## config.mk

```make
export PLATFORM = sky130hd
export DESIGN_NAME = rx_gearbox_12
export DESIGN_NICKNAME = d
export VERILOG_FILES = /design/src/rtl/rx_gearbox_12.sv
export SDC_FILE = /design/constraint.sdc
export NUM_CORES = 1
export LEC_CHECK = 0
export ABC_CLOCK_PERIOD_IN_PS = 7400
export CAP_MARGIN = 15
export CORE_ASPECT_RATIO = 1.25
export CORE_MARGIN = 8
export CORE_UTILIZATION = 30
export CTS_BUF_LIST = sky130_fd_sc_hd__clkbuf_8
export DETAILED_ROUTE_END_ITERATION = 6
export HOLD_SLACK_MARGIN = 0.05
export PLACE_DENSITY_LB_ADDON = 0.3
export SLEW_MARGIN = 20
export SYNTH_ARGS = -nofsm -noshare
export SYNTH_HDL_FRONTEND = slang
export SYNTH_SLANG_ARGS = --single-unit
```

## constraint.sdc

```tcl
create_clock -name clk -period 7.4 [get_ports clk]
set_input_delay 0.74 -clock clk [delete_from_list [all_inputs] [get_ports clk]]
set_output_delay 0.74 -clock clk [all_outputs]
set_load 0.01 [all_outputs]
```

## src/rtl/rx_gearbox_12.sv

```systemverilog
// rx_gearbox_12: receive-side width adapter. Packs IN_WIDTH-bit lane words
// (bit 0 earliest) into OUT_WIDTH-bit words for the RX FIFO write port,
// with a one-bit slip for block alignment and a sticky overflow flag.
module rx_gearbox_12 #(
    parameter int IN_WIDTH  = 8,
    parameter int OUT_WIDTH = 12,
    parameter int BUF_W     = 24,
    parameter int CNT_W     = 5
) (
    input  logic                 clk,
    input  logic                 reset_n,
    input  logic                 in_enable,
    input  logic                 in_valid,
    input  logic [IN_WIDTH-1:0]  in_data,
    input  logic                 slip,
    input  logic                 idle_wr,
    output logic                 en_wr,
    output logic [OUT_WIDTH-1:0] data_wr,
    output logic [CNT_W-1:0]     fill,
    output logic                 overflow
);

    // Constants sized to the counter so every compare and add is width-matched.
    localparam logic [CNT_W-1:0] OUT_W_C = CNT_W'(OUT_WIDTH);
    localparam logic [CNT_W:0]   IN_W_X  = (CNT_W+1)'(IN_WIDTH);
    localparam logic [CNT_W:0]   BUF_W_X = (CNT_W+1)'(BUF_W);

    logic [BUF_W-1:0]     buf_data_q, buf_data_d;
    logic [CNT_W-1:0]     cnt_q, cnt_d;
    logic                 en_wr_q, en_wr_d;
    logic [OUT_WIDTH-1:0] data_wr_q, data_wr_d;
    logic                 overflow_q, overflow_d;

    logic [BUF_W-1:0]     rem;
    logic [CNT_W-1:0]     r;
    logic [CNT_W:0]       sum;
    logic [BUF_W-1:0]     keep_mask;
    logic [BUF_W-1:0]     in_shifted;

    // Next-state: emit, then slip the remainder, then append the new word.
    always_comb begin
        buf_data_d = buf_data_q;
        cnt_d      = cnt_q;
        en_wr_d    = 1'b0;
        data_wr_d  = data_wr_q;
        overflow_d = overflow_q;
        rem        = buf_data_q;
        r          = cnt_q;
        sum        = '0;
        keep_mask  = '0;
        in_shifted = '0;

        if (in_enable) begin
            if ((cnt_q >= OUT_W_C) && idle_wr) begin
                en_wr_d   = 1'b1;
                data_wr_d = buf_data_q[OUT_WIDTH-1:0];
                rem       = buf_data_q >> OUT_WIDTH;
                r         = cnt_q - OUT_W_C;
            end

            // Slip acts only on what remains after the emit, never on the emitted word.
            if (slip && (r != '0)) begin
                rem = rem >> 1;
                r   = r - 1'b1;
            end

            sum        = {1'b0, r} + IN_W_X;
            keep_mask  = ~({BUF_W{1'b1}} << r);
            in_shifted = BUF_W'(in_data) << r;

            if (in_valid && (sum <= BUF_W_X)) begin
                buf_data_d = (rem & keep_mask) | in_shifted;
                cnt_d      = sum[CNT_W-1:0];
            end else begin
                // A word that does not fit is dropped whole.
                if (in_valid) begin
                    overflow_d = 1'b1;
                end
                buf_data_d = rem & keep_mask;
                cnt_d      = r;
            end
        end
    end

    // State registers with synchronous active-low reset.
    always_ff @(posedge clk) begin
        if (!reset_n) begin
            buf_data_q <= '0;
            cnt_q      <= '0;
            en_wr_q    <= 1'b0;
            data_wr_q  <= '0;
            overflow_q <= 1'b0;
        end else begin
            buf_data_q <= buf_data_d;
            cnt_q      <= cnt_d;
            en_wr_q    <= en_wr_d;
            data_wr_q  <= data_wr_d;
            overflow_q <= overflow_d;
        end
    end

    assign en_wr    = en_wr_q;
    assign data_wr  = data_wr_q;
    assign fill     = cnt_q;
    assign overflow = overflow_q;

endmodule
```

==> results of run 1 <==
-- Yosys cell counts (7+ instances only) --
| cell | instances | area share (%) |
|---|---|---|
| nand2_1 | 84 | 8.2 |
| o21ai_0 | 46 | 6.0 |
| dfxtp_1 | 43 | 23 |
| nor2_1 | 30 | 2.9 |
| clkbuf_1 | 27 | 2.7 |
| a21oi_1 | 25 | 3.3 |
| a31oi_1 | 16 | 2.6 |
| nand3_1 | 16 | 2.1 |
| a21boi_0 | 15 | 2.9 |
| a221oi_1 | 15 | 3.4 |
| mux2i_1 | 15 | 3.9 |
| o211ai_1 | 11 | 2.2 |
| a211oi_1 | 10 | 2.0 |
| o21ai_1 | 10 | 1.3 |
| inv_1 | 9 | 0.88 |
| nor3_1 | 8 | 1.0 |
| o22ai_1 | 7 | 1.1 |
-- sequential cells by signal, indices dropped and copies added, names as in the netlist --
register    cells
en_wr           1
data_wr        12
overflow        1
fill            5
buf_data_q     24
-- worst min-delay path: stages, from the launching register on --
cell and delay (ps):
dfxtp_1 310, nand2_1 40, a21boi_0 60
-- path summary, 6_finish.rpt --
path / start / depth (start not counted) / endpoint
max: fill[0] / 12 / buf_data_q[20]
min: data_wr[2] / 2 / data_wr[2]
max reg2reg: fill[0] / 12 / buf_data_q[20]
min reg2reg: data_wr[2] / 2 / data_wr[2]
-- power by group --
group	internal (mW)	switching (mW)	leakage, nW
clock network	0.0839	0.0840	0.0557
logic	0.166	0.347	0.985
registers	0.249	0.0278	0.352
total	0.500	0.458	1.39
-- layer usage --
layer | track usage [%] | part of all wire (%) | vias up
met3 | 2.081 | 6.6 | 34
li1 | - | - | 1940
met2 | 24.80 | 47 | 189
met5 | 0 | 0 | -
met1 | 20.08 | 43 | 1920
met4 | 7.635 | 3.6 | 0
-- logic make-up (layout without fill, tap and decap cells) --
group           Yosys count  after routing  share of synthesized area [%]
compound gates          210            210                          39.10
xor+xnor                  1              1                         0.2291
fa+ha+maj                 5              5                          1.636
buf+inv                  56             55                          7.068
flops                    43             43                          22.51
mux                      21             21                          5.988
simple gates            182            182                          23.46
-- layout make-up --
cell class | instances | area (sq um) | area share (%)
inverters | 12 | 45.04 | 1.059
repair buffers | 35 | 342.8 | 8.056
multi-input cells | 419 | 2696 | 63.36
well taps | 168 | 210.2 | 4.940
flip-flops and latches | 43 | 860.8 | 20.23
clock inverters | 1 | 3.754 | 0.08821
clock buffers | 7 | 96.34 | 2.264
-- through the flow --
stage | utilization [%] | setup WS [ps] | hold slack, ps
after floorplan | - | 3804 | 449.8
after global placement | 33.09 | 2358 | 450.5
after detailed placement | 33.09 | 2251 | 455.7
after CTS | 33.89 | 2234 | 466.9
after global routing | 33.92 | 1755 | 482.7
final | 33.92 | 2086 | 460.1
==> metrics.txt, run 1 <==
root buf cell clkbuf_8; CTS tree done; EDFF count, synth 0; Port-buffer cells 32; Layout area overhead 11.29%; Initial Util between 30% and 40%; antenna violations before repair 0; worst skew pair latency 310 ps; # rows between 40 and 50; failing checks DRC; delay-heaviest family, CP compound AO/OA/AOI/OAI gates; GRT Residual Overflow 0; fmax roughly 0.19 GHz; cell count after synthesis 518; post-synthesis sequential area ratio a little under a quarter; commonest non-fill, non-tap cell in the layout nand2_1; initial DRC count roughly 360; Max IR drop VDD about 0.074 mV; ANT nets after route 0; Finished Layout Cells ~690; post-CTS sizing 0; gr usage total 15.59%; DR pass1 iterations 7; final hold viol count 0; vias per cell just under 6; Synth Warn # 0; hold buffer count at CTS 0; routed len/inst 18.80 um; CP required between 7000 and 8000 ps; Final Setup Violations 0; Primary FF master, synth dfxtp_1; outcome complete, but fails checks; routability cong. approximately 0.94; diode count 0; CTS clk-pin slew, worst paths 90 ps; core area 12550 sq um; Critical Path AT 5570 ps; synthesized area about 3800 sq um; Placed Area 4151 sq um; Max Buffers Root-to-Sink 2; Least-Margin Pin Slew 953.5 ps; Setup crit end kind flip-flop; setup TNS 0 ps; Die Area roughly 17000 sq um; Slew headroom a little over a third; Critical Path Source Type flip-flop; commonest cells after routing, fill and taps aside nand2_1, o21ai_0, dfxtp_1; Worst path slowest cell dfxtp_1; Syn Nets ~540; Fin Clk Skew ~11 ps; Placed Cells 677; most frequent CP cell ha_1; Layout fillers 1423; #FFs+latches synth 43; net count reported at finish ~540; Crit path largest cell delay ~850 ps; via count of the first global-routing pass between 3000 and 4000; Worst Path Buf+Inv 1; async set-reset flop share out of synthesis 0%; design area between 4000 and 5000 sq um; TritonCTS Buffers 5; H-tree levels 2; Final Total Pwr 0.9579 mW; WS Path Type reg2reg; unrepaired setup endpoints after global routing no; flop2flop setup slack approximately 2100 ps; HP Class reg2reg; Die Wd around 120 um; total clock sinks 43; fin crit period approximately 5300 ps; first-pass GRT wire length slightly above 20000 um; vias approximately 4100; Chip Height 142.2 um; Final Max Slew Viols 0; share of layout cells above drive strength 1 approximately a tenth; I/O pin count 33; pwr dens ~230 nW/um^2; worst-path cell chain clkinv_1, ha_1, a211o_1, and3_4, o211ai_2, a31oi_2, nor2_4, ha_1, nand2_1, nor4_4, o21ai_1, a21oi_1; Cell variety after synth 74; largest net degree at the start of global routing 53; leakage 1.393 nW; Post-CTS Setup Repair Bufs 0; syn_area_per_cell approximately 7.4 sq um; Max-Cap Viols 0; dpl hpwl a little over 9000 um; # DRC 1; worst-path maximum fanout 23; final wirelength 12880 um; Tcrit/Tclk final a little under three quarters
Note: power is estimated with default switching activity, not from simulation.
==> inputs of run 2 (changes only) <==
--- a/config.mk
+++ b/config.mk
@@ -5,7 +5,7 @@
 export SDC_FILE = /design/constraint.sdc
 export NUM_CORES = 1
 export LEC_CHECK = 0
-export ABC_CLOCK_PERIOD_IN_PS = 7400
+export ABC_CLOCK_PERIOD_IN_PS = 4490
 export CAP_MARGIN = 15
 export CORE_ASPECT_RATIO = 1.25
 export CORE_MARGIN = 8
==> constraint.sdc (replaced) <==
create_clock -name clk -period 4.49 [get_ports clk]
set_input_delay 0.449 -clock clk [delete_from_list [all_inputs] [get_ports clk]]
set_output_delay 0.449 -clock clk [all_outputs]
set_load 0.01 [all_outputs]
==> metrics.txt, run 2 (synthesized netlist as in run 1, its figures left out) <==
Die Wd ~120 um; total clock sinks between 40 and 50; share of layout cells above drive strength 1 approximately 12%; DR pass1 iterations 5; initial DRC count roughly 330; worst-path maximum fanout 10; dpl hpwl approximately 9800 um; M1 GR Usage about a fifth; Slew headroom 43.64%; gr usage total 16.08%; commonest cells after routing, fill and taps aside nand2_1, o21ai_0, dfxtp_1; hold buffer count at CTS 0; unrepaired setup endpoints after global routing no; fmax approximately 0.28 GHz; Seq. cell area between 800 and 900 sq um; GRT Residual Overflow 0; post-CTS sizing 0; Max Buffers Root-to-Sink 2; Final Max Slew Viols 0; pwr dens ~370 nW/um^2; Max-Cap Viols 0; root buf cell clkbuf_8; met3 Resource Use GR 2.251%; H-tree levels 2; fin crit period approximately 3500 ps; Max IR drop VDD 0.1375 mV; Most Used Layer, Global Route met2; final wirelength around 13000 um; met2 Use GR a little over a quarter; CTS clk-pin slew, worst paths approximately 100 ps; I/O pin count 33; TritonCTS Buffers 5; worst-path cell chain clkinv_1, ha_1, a211o_1, a211oi_2, nor2_1, a31oi_2, nor2_4, ha_1, nand2_1, nor4_4, o21ai_1, a21oi_1; Port-buffer cells 32; Post-Place Worst Slack just over 900 ps; antenna violations before repair 0; HP Class reg2reg; Die Area 16640 sq um; vias slightly above 4000; Layout area overhead 13.45%; most frequent CP cell ha_1; ANT nets after route 0; worst skew pair latency a little over 300 ps; Final Setup Violations 0; vias per cell just under 6; # rows 46; diode count 0; Final WS setup slightly below 1000 ps; largest net degree at the start of global routing 52; CTS tree done; WS Path Type reg2reg; CP required around 4700 ps; first-pass GRT wire length about 21000 um; via count of the first global-routing pass slightly below 4000; Tcrit/Tclk final between 70 and 80%; Crit path largest cell delay ~420 ps; routed len/inst 19.11 um; setup TNS 0 ps; commonest non-fill, non-tap cell in the layout nand2_1; Least-Margin Pin Slew about 850 ps; leakage 1.437 nW; Critical Path Source Type flip-flop; Worst path slowest cell a211oi_2; final hold viol count 0; Fin Clk Skew ~15 ps; Largest register FFs 24; outcome completed; Layout fillers 1423; Setup crit end kind flip-flop; Post-CTS Setup Repair Bufs 0; area taken by multi-input logic gates around 2700 sq um; most flop-heavy register buf_data_q; # DRC 0; core area 12550 sq um; net count reported at finish 548; Chip Height around 140 um; Critical Path AT roughly 3800 ps; Initial Util between 30% and 40%; routability cong. around 0.93
## run 2: changes by cell type in the layout (fill, tap and decap cells not counted)
cell | previous run | this run
buf_4 | 3 | 16
clkinvlp_4 | 0 | 2
o21ai_2 | 2 | 1
inv_1 | 10 | 9
clkinv_2 | 0 | 1
clkbuf_8 | 7 | 5
o21ai_0 | 45 | 46
## run 2: path summary, 6_finish.rpt
kind	end	start	slack, ps	cells past startpoint
hold / removal	data_wr[1]	data_wr[1]	470	2
setup / recovery	buf_data_q[20]	fill[0]	980	12
setup reg to reg	buf_data_q[20]	fill[0]	980	12
hold reg to reg	data_wr[1]	data_wr[1]	470	2
## run 2: power by group
| part | switching (mW) | internal, mW |
|---|---|---|
| registers | 0.0351 | 0.411 |
| clock network | 0.148 | 0.108 |
| logic | 0.591 | 0.305 |
| total | 0.774 | 0.825 |
## run 2: cell type report
type                    count  area share [%]
multi-input cells         419           62.07
flip-flops and latches     43           19.84
repair buffers             48           10.15
well taps                 168           4.846
clock buffers               5           1.586
inverters                  12           1.038
clock inverters             3          0.4615
## run 2: metal layers
metal  routed length (um)  up-vias
li1                     -     1971
met3                 1047       34
met4                  374        0
met2                 6411      206
met1                 5506     1947
met5                    0        -
## run 2: stage by stage
| step | hold WS [ps] | power [mW] | instance area [sq um] | utilization [%] | instances |
|---|---|---|---|---|---|
| detailed placement | 461.5 | 1.328 | 4249 | 33.87 | 690 |
| global route | 493.6 | 1.694 | 4338 | 34.57 | 698 |
| floorplan | 449.8 | 1.090 | 3824 | - | 518 |
| finish | 467.7 | 1.599 | 4338 | 34.57 | 698 |
| CTS | 473.2 | 1.582 | 4338 | 34.57 | 698 |
| global placement | 454.9 | 1.327 | 4249 | 33.87 | 690 |
## run 2: critical path, delay by kind of cell, from the launching register on
| kind | cells | cell delay [ps] |
|---|---|---|
| buffers and inverters | 1 | 130 |
| and+or+nand+nor | 4 | 750 |
| DFF | 1 | 350 |
| adders and majority gates | 2 | 680 |
| AOI/OAI and AO/OA | 5 | 1530 |
==> RTL edit, RTL diff (flow settings as in run 1) <==
Set the parameter `IN_WIDTH` to 7 (it was 8).
--- a/src/rtl/rx_gearbox_12.sv
+++ b/src/rtl/rx_gearbox_12.sv
@@ -3,5 +3,5 @@
 // with a one-bit slip for block alignment and a sticky overflow flag.
 module rx_gearbox_12 #(
-    parameter int IN_WIDTH  = 8,
+    parameter int IN_WIDTH  = 7,
     parameter int OUT_WIDTH = 12,
     parameter int BUF_W     = 24,
Ports: changed (resized in_data); port bits go from 33 to 32. The function was not compared with the original's and may differ.
==> RTL edit against run 1 <==
Synthesized area decreased by 2.5%; cell count is 5.0% lower; global-route usage is 0.83 points lower; worst setup slack lost 0.034 ns; fmax decreased by 0.63%; wire length decreased by 4.1%; final area decreased by 0.59%; non-clock buffer count grew 2; first-iteration DRC count increased by 11%; count of clock-buffer cells in the layout is 1 lower; sequential cell count unchanged; critical path depth up 1; critical path type unchanged; largest cell class unchanged.
Power is not compared: it rests on default switching activity, and its combinational part moved more than twofold at a synthesized area within 25%.
==> RTL edit: results (changes against run 1) <==
Logic synthesis
  – Synth top area cells: dfxtp_1, nand2_1, mux2i_1, nor2_1, a21oi_1
  – Avg Cell Area, Syn: 7.74 um2 (+4.8%)
  – Compound-Gate Fraction of Synth Area: 34.1% (-5.0 points)
  – Proportion of synthesized area in mux cells: 9.90% (+3.9 points)
  – Mapped Nets: 502 (-6.5%)
  – Post-synthesis sequential area ratio: 23.1% (+0.57 points)
  – Post-synth top cells: nand2_1, dfxtp_1, nor2_1, a21oi_1, o21ai_0
  – Adder and majority gate portion of the synthesized area: 2.35% (+0.71 points)
  – Post-synthesis cell type count: 84 (+14%)
  – Synth Instances: 482 (-6.9%)
  – Synth Area in XOR/XNOR: 1.74% (+1.5 points)

Finish
  – Non-clock buffer share of cell area: 8.40% (+0.34 points)
  – Share of cells above drive strength 1: 9.65% (-0.21 points)
  – Buffers, non-clock: 37 (+5.7%)
  – Clock network area share: 2.78% (+0.43 points)
  – Multi-input logic area: 2650 um2 (-1.7%)
  – Fill count: 1322 (-7.1%)
  – Multi-input combinational area share: 62.6% (-0.72 points)
  – Logic inverters: 11 (-1)
  – Comb_multi_in: 388 (-7.4%)
  – Number of nets in the layout: 506 (-5.4%)
  – Clkbuf count: 6 (-1)
  – Sequential share of cell area: 20.3% (+0.12 points)

Global routing
  – Global-route wire length before repair: 19300 um (-6.8%)
  – Vias in the first global route: 3620 (-2.9%)
  – Met2 GRT Util: 24.8% (about the same)
  – Gr usage total: 14.8% (-0.83 points)
  – Met3 usage: 1.88% (-0.20 points)

Drt
  – Final WL: 12300 um (-4.1%)
  – Starting DRC count in detailed routing: 403 (+11%)
  – Per-cell routed wire length: 19.0 um (+0.91%)
  – Vias: 3881 (-4.9%)
  – First drt pass iteration count: 5 (-2)

STA
  – Worst Skew: 0.0148 ns (+0.00333 ns)
  – Worst hold slack: 0.453 ns (-0.00743 ns)
  – Fin crit share: 72.3% (+0.46 points)
  – Headroom to the max-slew limit: 31.0% (-5.0 points)

Setup path
  – Reg2Reg Depth: 13 (+1)
  – Slowest stage cell on the critical path: mux2i_4
  – Critical Path End: fill[2]
  – CP startpoint: fill[0]
  – Slowest stage delay, CP: 0.58 ns (-0.27 ns)
  – Crit path DAT: 5.55 ns (-0.02 ns)
  – Crit Path Max Fanout: 29 (+26%)
  – R2R Path End: fill[2]

Place
  – Post-placement cell area: 4110 um2 (-0.93%)
  – Port bufs: 31 (-3.1%)
  – Worst slack at placement: 2.18 ns (-0.0661 ns)
  – Placed instance count: 643 (-5.0%)

Power and ir drop
  – Overall power: 1.98 mW

Status
  – Outcome: finished, final reports clean

Min path
  – Hold_sp: data_wr[10]
==> RTL edit: cell count changes after synthesis, moves of 5 or more <==
cell	change
o21ai_1	-7
o21ai_0	-21
nor4_1	+6
a21boi_0	-12
buf_2	+5
o211ai_1	-5
a2111oi_0	+5
nor2_1	+5
mux2i_1	+5
a221oi_1	-13
a221o_1	+8
==> RTL edit: how the worst min path moves through the flow <==
stage	end	slack, ns	depth (start not counted)
floorplan	data_wr[11]	0.44	2
global placement	data_wr[1]	0.44	2
detailed placement	data_wr[2]	0.45	2
CTS	data_wr[2]	0.46	2
global route	data_wr[2]	0.47	2
finish	data_wr[10]	0.45	2
==> RTL edit: per-layer routing <==
metal | up-vias | routed length, um
li1 | 1854 | -
met3 | 29 | 730
met1 | 1846 | 5400
met5 | - | 0
met2 | 152 | 5920
met4 | 0 | 299
